`src/rtl/cl_decode_queue.sv`:
```
// cl_decode_queue: decodes each accepted instruction into a control bundle.
// The instruction and its bundle are stored together in a DEPTH-entry FIFO
// that sits between fetch and register-read/execute. Both sides use
// valid/ready handshakes, and flush_i drops everything that is queued.
// Optional build macro DECODE_PERF_CNT_EN adds the stall_cycles_o counter,
// which counts the cycles where input stalled because the queue was full.

package cl_decode_pkg;
    typedef logic [31:0] instruction_s;

    typedef struct packed {
        logic is_load_op;
        logic op_writes_rf;
        logic is_mem_op;
        logic is_store_op;
        logic is_byte_op;
    } ctrl_sig_s;

    // Instruction encodings, matched with casez ('?' = don't care)
    localparam instruction_s kADDU = 32'b000000_?????_?????_?????_00000_100001;
    localparam instruction_s kSUBU = 32'b000000_?????_?????_?????_00000_100011;
    localparam instruction_s kSLLV = 32'b000000_?????_?????_?????_00000_000100;
    localparam instruction_s kSRAV = 32'b000000_?????_?????_?????_00000_000111;
    localparam instruction_s kSRLV = 32'b000000_?????_?????_?????_00000_000110;
    localparam instruction_s kAND  = 32'b000000_?????_?????_?????_00000_100100;
    localparam instruction_s kOR   = 32'b000000_?????_?????_?????_00000_100101;
    localparam instruction_s kNOR  = 32'b000000_?????_?????_?????_00000_100111;
    localparam instruction_s kSLT  = 32'b000000_?????_?????_?????_00000_101010;
    localparam instruction_s kSLTU = 32'b000000_?????_?????_?????_00000_101011;
    localparam instruction_s kMOV  = 32'b000000_?????_?????_?????_00000_001010;
    localparam instruction_s kJALR = 32'b000000_?????_00000_?????_00000_001001;
    localparam instruction_s kLW   = 32'b100011_?????_?????_????????????????;
    localparam instruction_s kLBU  = 32'b100100_?????_?????_????????????????;
    localparam instruction_s kSW   = 32'b101011_?????_?????_????????????????;
    localparam instruction_s kSB   = 32'b101000_?????_?????_????????????????;

    function automatic ctrl_sig_s decode(input instruction_s instr);
        ctrl_sig_s c;
        c = '0;
        casez (instr)
            kADDU, kSUBU, kSLLV, kSRAV, kSRLV, kAND, kOR, kNOR,
            kSLT, kSLTU, kMOV, kJALR: c.op_writes_rf = 1'b1;
            kLW: begin
                c.is_load_op   = 1'b1;
                c.op_writes_rf = 1'b1;
                c.is_mem_op    = 1'b1;
            end
            kLBU: begin
                c.is_load_op   = 1'b1;
                c.op_writes_rf = 1'b1;
                c.is_mem_op    = 1'b1;
                c.is_byte_op   = 1'b1;
            end
            kSW: begin
                c.is_mem_op    = 1'b1;
                c.is_store_op  = 1'b1;
            end
            kSB: begin
                c.is_mem_op    = 1'b1;
                c.is_store_op  = 1'b1;
                c.is_byte_op   = 1'b1;
            end
            default: c = '0;
        endcase
        return c;
    endfunction
endpackage

module cl_decode_queue
    import cl_decode_pkg::*;
#(
    parameter int DEPTH = 4,
    parameter int CNT_W = $clog2(DEPTH + 1)
) (
    input  logic                        clk,
    input  logic                        reset,
    input  logic                        flush_i,
    input  logic                        instr_valid_i,
    output logic                        instr_ready_o,
    input  logic [$bits(instruction_s)-1:0] instruction_i,
    output logic                        dec_valid_o,
    input  logic                        dec_ready_i,
    output logic [$bits(instruction_s)-1:0] instruction_o,
    output logic [$bits(ctrl_sig_s)-1:0]    ctrl_sig_o,
    output logic [CNT_W-1:0]            count_o
`ifdef DECODE_PERF_CNT_EN
    ,
    output logic [31:0]                 stall_cycles_o
`endif
);

    localparam int PTR_W = $clog2(DEPTH);

    instruction_s instr_mem_q [DEPTH];
    ctrl_sig_s    ctrl_mem_q  [DEPTH];

    logic [PTR_W-1:0] wr_ptr_q, wr_ptr_d;
    logic [PTR_W-1:0] rd_ptr_q, rd_ptr_d;
    logic [CNT_W-1:0] count_q,  count_d;
    logic             enq, deq;

    // Handshakes and next-state for pointers/occupancy; flush wins over both sides
    always_comb begin
        instr_ready_o = !reset && (count_q != CNT_W'(DEPTH));
        dec_valid_o   = (count_q != '0);
        enq           = instr_valid_i && instr_ready_o && !flush_i;
        deq           = dec_valid_o && dec_ready_i && !flush_i;
        wr_ptr_d      = wr_ptr_q;
        rd_ptr_d      = rd_ptr_q;
        count_d       = count_q;
        if (flush_i) begin
            wr_ptr_d = '0;
            rd_ptr_d = '0;
            count_d  = '0;
        end else begin
            if (enq) wr_ptr_d = wr_ptr_q + PTR_W'(1);
            if (deq) rd_ptr_d = rd_ptr_q + PTR_W'(1);
            case ({enq, deq})
                2'b10:   count_d = count_q + CNT_W'(1);
                2'b01:   count_d = count_q - CNT_W'(1);
                default: count_d = count_q;
            endcase
        end
    end

    // Pointer and occupancy registers; reset outranks flush
    always_ff @(posedge clk) begin
        if (reset) begin
            wr_ptr_q <= '0;
            rd_ptr_q <= '0;
            count_q  <= '0;
        end else begin
            wr_ptr_q <= wr_ptr_d;
            rd_ptr_q <= rd_ptr_d;
            count_q  <= count_d;
        end
    end

    // Entry storage: decode once at enqueue, never again at the head
    always_ff @(posedge clk) begin
        if (enq) begin
            instr_mem_q[wr_ptr_q] <= instruction_i;
            ctrl_mem_q[wr_ptr_q]  <= decode(instruction_i);
        end
    end

    // Head outputs masked to zero when empty so nothing spurious leaks downstream
    always_comb begin
        count_o       = count_q;
        instruction_o = dec_valid_o ? instr_mem_q[rd_ptr_q] : '0;
        ctrl_sig_o    = dec_valid_o ? ctrl_mem_q[rd_ptr_q]  : '0;
    end

`ifdef DECODE_PERF_CNT_EN
    logic [31:0] stall_cycles_q, stall_cycles_d;

    // Saturating count of cycles where fetch offered input and the queue could not take it
    always_comb begin
        stall_cycles_d = stall_cycles_q;
        if (instr_valid_i && !instr_ready_o && !reset && (stall_cycles_q != 32'hFFFF_FFFF))
            stall_cycles_d = stall_cycles_q + 32'd1;
    end

    // Stall counter register; cleared by reset only, flush leaves it alone
    always_ff @(posedge clk) begin
        if (reset) stall_cycles_q <= '0;
        else       stall_cycles_q <= stall_cycles_d;
    end

    assign stall_cycles_o = stall_cycles_q;
`endif

endmodule

```
`config.mk`:
```
export PLATFORM = sky130hd
export DESIGN_NAME = cl_decode_queue
export DESIGN_NICKNAME = d
export VERILOG_FILES = /design/src/rtl/cl_decode_queue.sv
export SDC_FILE = /design/constraint.sdc
export NUM_CORES = 1
export LEC_CHECK = 0
export CAP_MARGIN = 25
export CORE_UTILIZATION = 40
export DETAILED_ROUTE_END_ITERATION = 8
export DONT_BUFFER_PORTS = 1
export PLACE_DENSITY = 0.63
export SETUP_SLACK_MARGIN = 0.1
export SLEW_MARGIN = 20
export SYNTH_ARGS = -nofsm -noshare
export SYNTH_HDL_FRONTEND = slang
export SYNTH_SLANG_ARGS = --single-unit
export TNS_END_PERCENT = 1
```
`constraint.sdc`:
```
create_clock -name clk -period 2.8 [get_ports clk]
set_input_delay 0.56 -clock clk [delete_from_list [all_inputs] [get_ports clk]]
set_output_delay 0.56 -clock clk [all_outputs]
set_load 0.1 [all_outputs]
```
==> results.json <==
{
  "path_clk_slew_ns": 0.06,
  "ys_seq_area_share_pct": 73.74,
  "dieHeight_um": 127.2,
  "clock.fmax_mhz": 390.0,
  "layout_common_cells": "edfxtp_1, buf_4, mux4_2",
  "antenna_cells": 0,
  "drt_iter0_markers": 127,
  "rr_worst_depth": 9,
  "cts-root-buf": "clkbuf_16",
  "vdd.ir_drop.worst_uv": 390.0,
  "gp_congestion": 0.7971,
  "synthCells": 310,
  "dp_hpwl_um": 6616,
  "synthAdderAreaFrac_pct": 1.317,
  "synth_area_leader_cell": "edfxtp_1",
  "critPathKind": "reg2out",
  "cp.required_ns": 2.24,
  "cts_buffer_depth": 2,
  "cts_buffers": 17,
  "synthXorXnorAreaFrac_pct": 0.8380,
  "period_share_pct": 91.58,
  "layout_commonest_cell": "edfxtp_1",
  "slowest_delay_ns": 0.58,
  "synth-async-reset-ratio_pct": 0,
  "synth_seq_cells": 157,
  "yosys-top-cells-area": "edfxtp_1, mux4_2, nor2b_1, dfxtp_1, ha_1",
  "crit_cells": 4,
  "yosys.area_share.simple_pct": 7.043,
  "critical_path_buf_inv_count": 2,
  "path_max_fanout": 24,
  "grt_max_degree": 38,
  "crit_path_end_kind": "output pin",
  "insertion_delay_ns": 0.41,
  "crit_path_start_kind": "flip-flop",
  "ys_warn_count": 0,
  "reg2reg_from": "count_o[1]$_SDFFE_PP0P_",
  "vias_per_cell": 5.097,
  "setup_viol": 0,
  "io_buffers": 0,
  "start_util_pct": 41.10,
  "wl_per_cell_um": 19.44,
  "path_cells": "buf_12 -> mux4_2 -> nor2b_2 -> buf_4",
  "slew_headroom_pct": 46.78,
  "cp_slowest_cell": "dfxtp_2",
  "nets": 411,
  "synth_cell_types": 37,
  "cp.arrival_ns": 2.00,
  "status": "finished clean",
  "syn2layout_area_growth_pct": 21.21,
  "die-area_mm2": 0.01618,
  "synth-compound-area-share_pct": 1.018,
  "num_io_pins": 79,
  "yosysTopAreaCellShare_pct": 70.87,
  "die_w_um": 127.2,
  "first_global_vias": 3291,
  "layout_min_cycle_time_ns": 2.564,
  "timing.reg2reg.setup_slack_ns": 0.41,
  "drc": 0,
  "hold_viol_final": 0,
  "syn_nets": 353,
  "post_route_cells_drive_above_1_share_pct": 43.54,
  "wl_um": 11470,
  "clock-sinks": 157,
  "globalRoute.totalOverflow": 0,
  "synth_mux_area_share_pct": 13.77,
  "max-cap-violations": 0,
  "cts-hold-fix-buffers": 0,
  "grt_first_pass_wirelength_um": 17950,
  "syn_area_per_cell_um2": 20.23,
  "fin_skew_ns": 0.009695,
  "p_leak_nw": 2.466,
  "hold_class": "in2reg",
  "firstDrtPassIters": 4,
  "cts_setup_buffers": 0,
  "num_rows": 45,
  "track_usage_pct": 15.48,
  "crit_end": "instruction_o[1]",
  "coreArea_mm2": 0.01526,
  "ys.flop_type": "edfxtp_1",
  "fin_tns_setup_ns": 0,
  "drv_slew": 0,
  "synth_area_mm2": 0.006271,
  "vias": 3007,
  "fin_util_pct": 49.82,
  "rsz0062_at_grt": "false",
  "cts-htree-levels": 4,
  "critPathTopFamily": "flip-flops",
  "detail-route-antenna-nets": 0,
  "whs_path_depth": 0,
  "power_density_mw_per_mm2": 630.2,
  "cts_tree": "built",
  "synth-edff-count": 148,
  "antenna_found_initial": 0,
  "worst_pin_slew_ns": 0.7872,
  "r2r-end": "count_o[2]$_SDFFE_PP0P_",
  "synth_top_family_by_area": "multiplexers"
}
sequential cells by signal, summed over array words and instances (netlist names), named ones only:
signal       flops
rd_ptr_q         2
ctrl_mem_q      20
instr_mem_q    128
wr_ptr_q         2
count_o          3
layer usage:
layer  track usage [%]  part of all wire (%)  up-vias
met5                 0                     0        -
met4             5.812                   1.4        0
met3             6.658                   7.1       15
met2             24.01                    48       85
met1             19.35                    44     1561
li1                  -                     -     1346
cell type report:
| cell class | count | area [um^2] |
|---|---|---|
| clock inverter | 11 | 78.83 |
| tap | 211 | 264.0 |
| multi-input combinational | 132 | 1662 |
| sequential | 157 | 4631 |
| clock buffer | 19 | 432.9 |
| timing repair buffer | 52 | 503.0 |
| fill | 1241 | 7657 |
| inverter | 8 | 30.03 |
power breakdown:
| group | switching [mW] | internal (mW) |
|---|---|---|
| registers | 0.00581 | 2.59 |
| clock network | 0.815 | 1.19 |
| logic | 0.129 | 0.0610 |
synthesized netlist by cell type, types with 2 or more instances:
library cell	n
a21oi_1	2
a22oi_1	2
and2_1	5
buf_12	3
buf_2	5
clkbuf_1	3
dfxtp_1	9
edfxtp_1	148
ha_1	5
inv_1	7
mux2i_1	3
mux4_2	37
nand2b_1	3
nor2_1	12
nor2b_1	36
nor4_1	4
nor4b_1	2
xnor2_1	4
xor2_1	2
worst min-delay path by stage:
| stage | startpoint | end |
|---|---|---|
| after global placement | rd_ptr_q[1]$_SDFFE_PP0P_ | flip-flop |
| final | instruction_i[30] | instr_mem_q[0][30]$_DFFE_PP_ |
| after CTS | instruction_i[27] | instr_mem_q[2][27]$_DFFE_PP_ |
| after detailed placement | rd_ptr_q[1]$_SDFFE_PP0P_ | flip-flop |
| after floorplan | rd_ptr_q[1]$_SDFFE_PP0P_ | flip-flop |
| after global routing | instruction_i[28] | instr_mem_q[1][28]$_DFFE_PP_ |
stage by stage:
stage	total power, mW	instances	hold slack [ns]	area, um^2	worst slack [ns]
floorplan	2.795	310	0.4896	6422	0.1617
global placement	2.835	559	0.5087	7057	0.5422
detailed placement	2.837	559	0.5058	7057	0.4188
CTS	4.841	589	0.2172	7569	0.1410
global route	4.960	590	0.2040	7601	0.1177
finish	4.790	590	0.2382	7601	0.2358
worst register-to-register path: cells and delay by family (launching register included):
family	cells	cell delay, ns
AO/OA/AOI/OAI	2	0.59
adder cells (fa/ha/maj)	2	0.58
AND/OR/NAND/NOR	2	0.49
flip-flops	1	0.34
buffers and inverters	2	0.16
XOR/XNOR	1	0.16
timing repair:
action                     4_1_cts  5_1_grt
gates resized for setup          0        1
setup endpoints to repair        0       11
hold endpoints to repair         0        0
cells by family after synthesis:
group / Yosys count
buffers and inverters: 21
xor gates and xnor gates: 6
muxes: 40
DFF: 157
and+or+nand+nor: 71
adders and majority gates: 6
AOI/OAI and AO/OA: 9
Note: power is estimated with default switching activity, not from simulation.
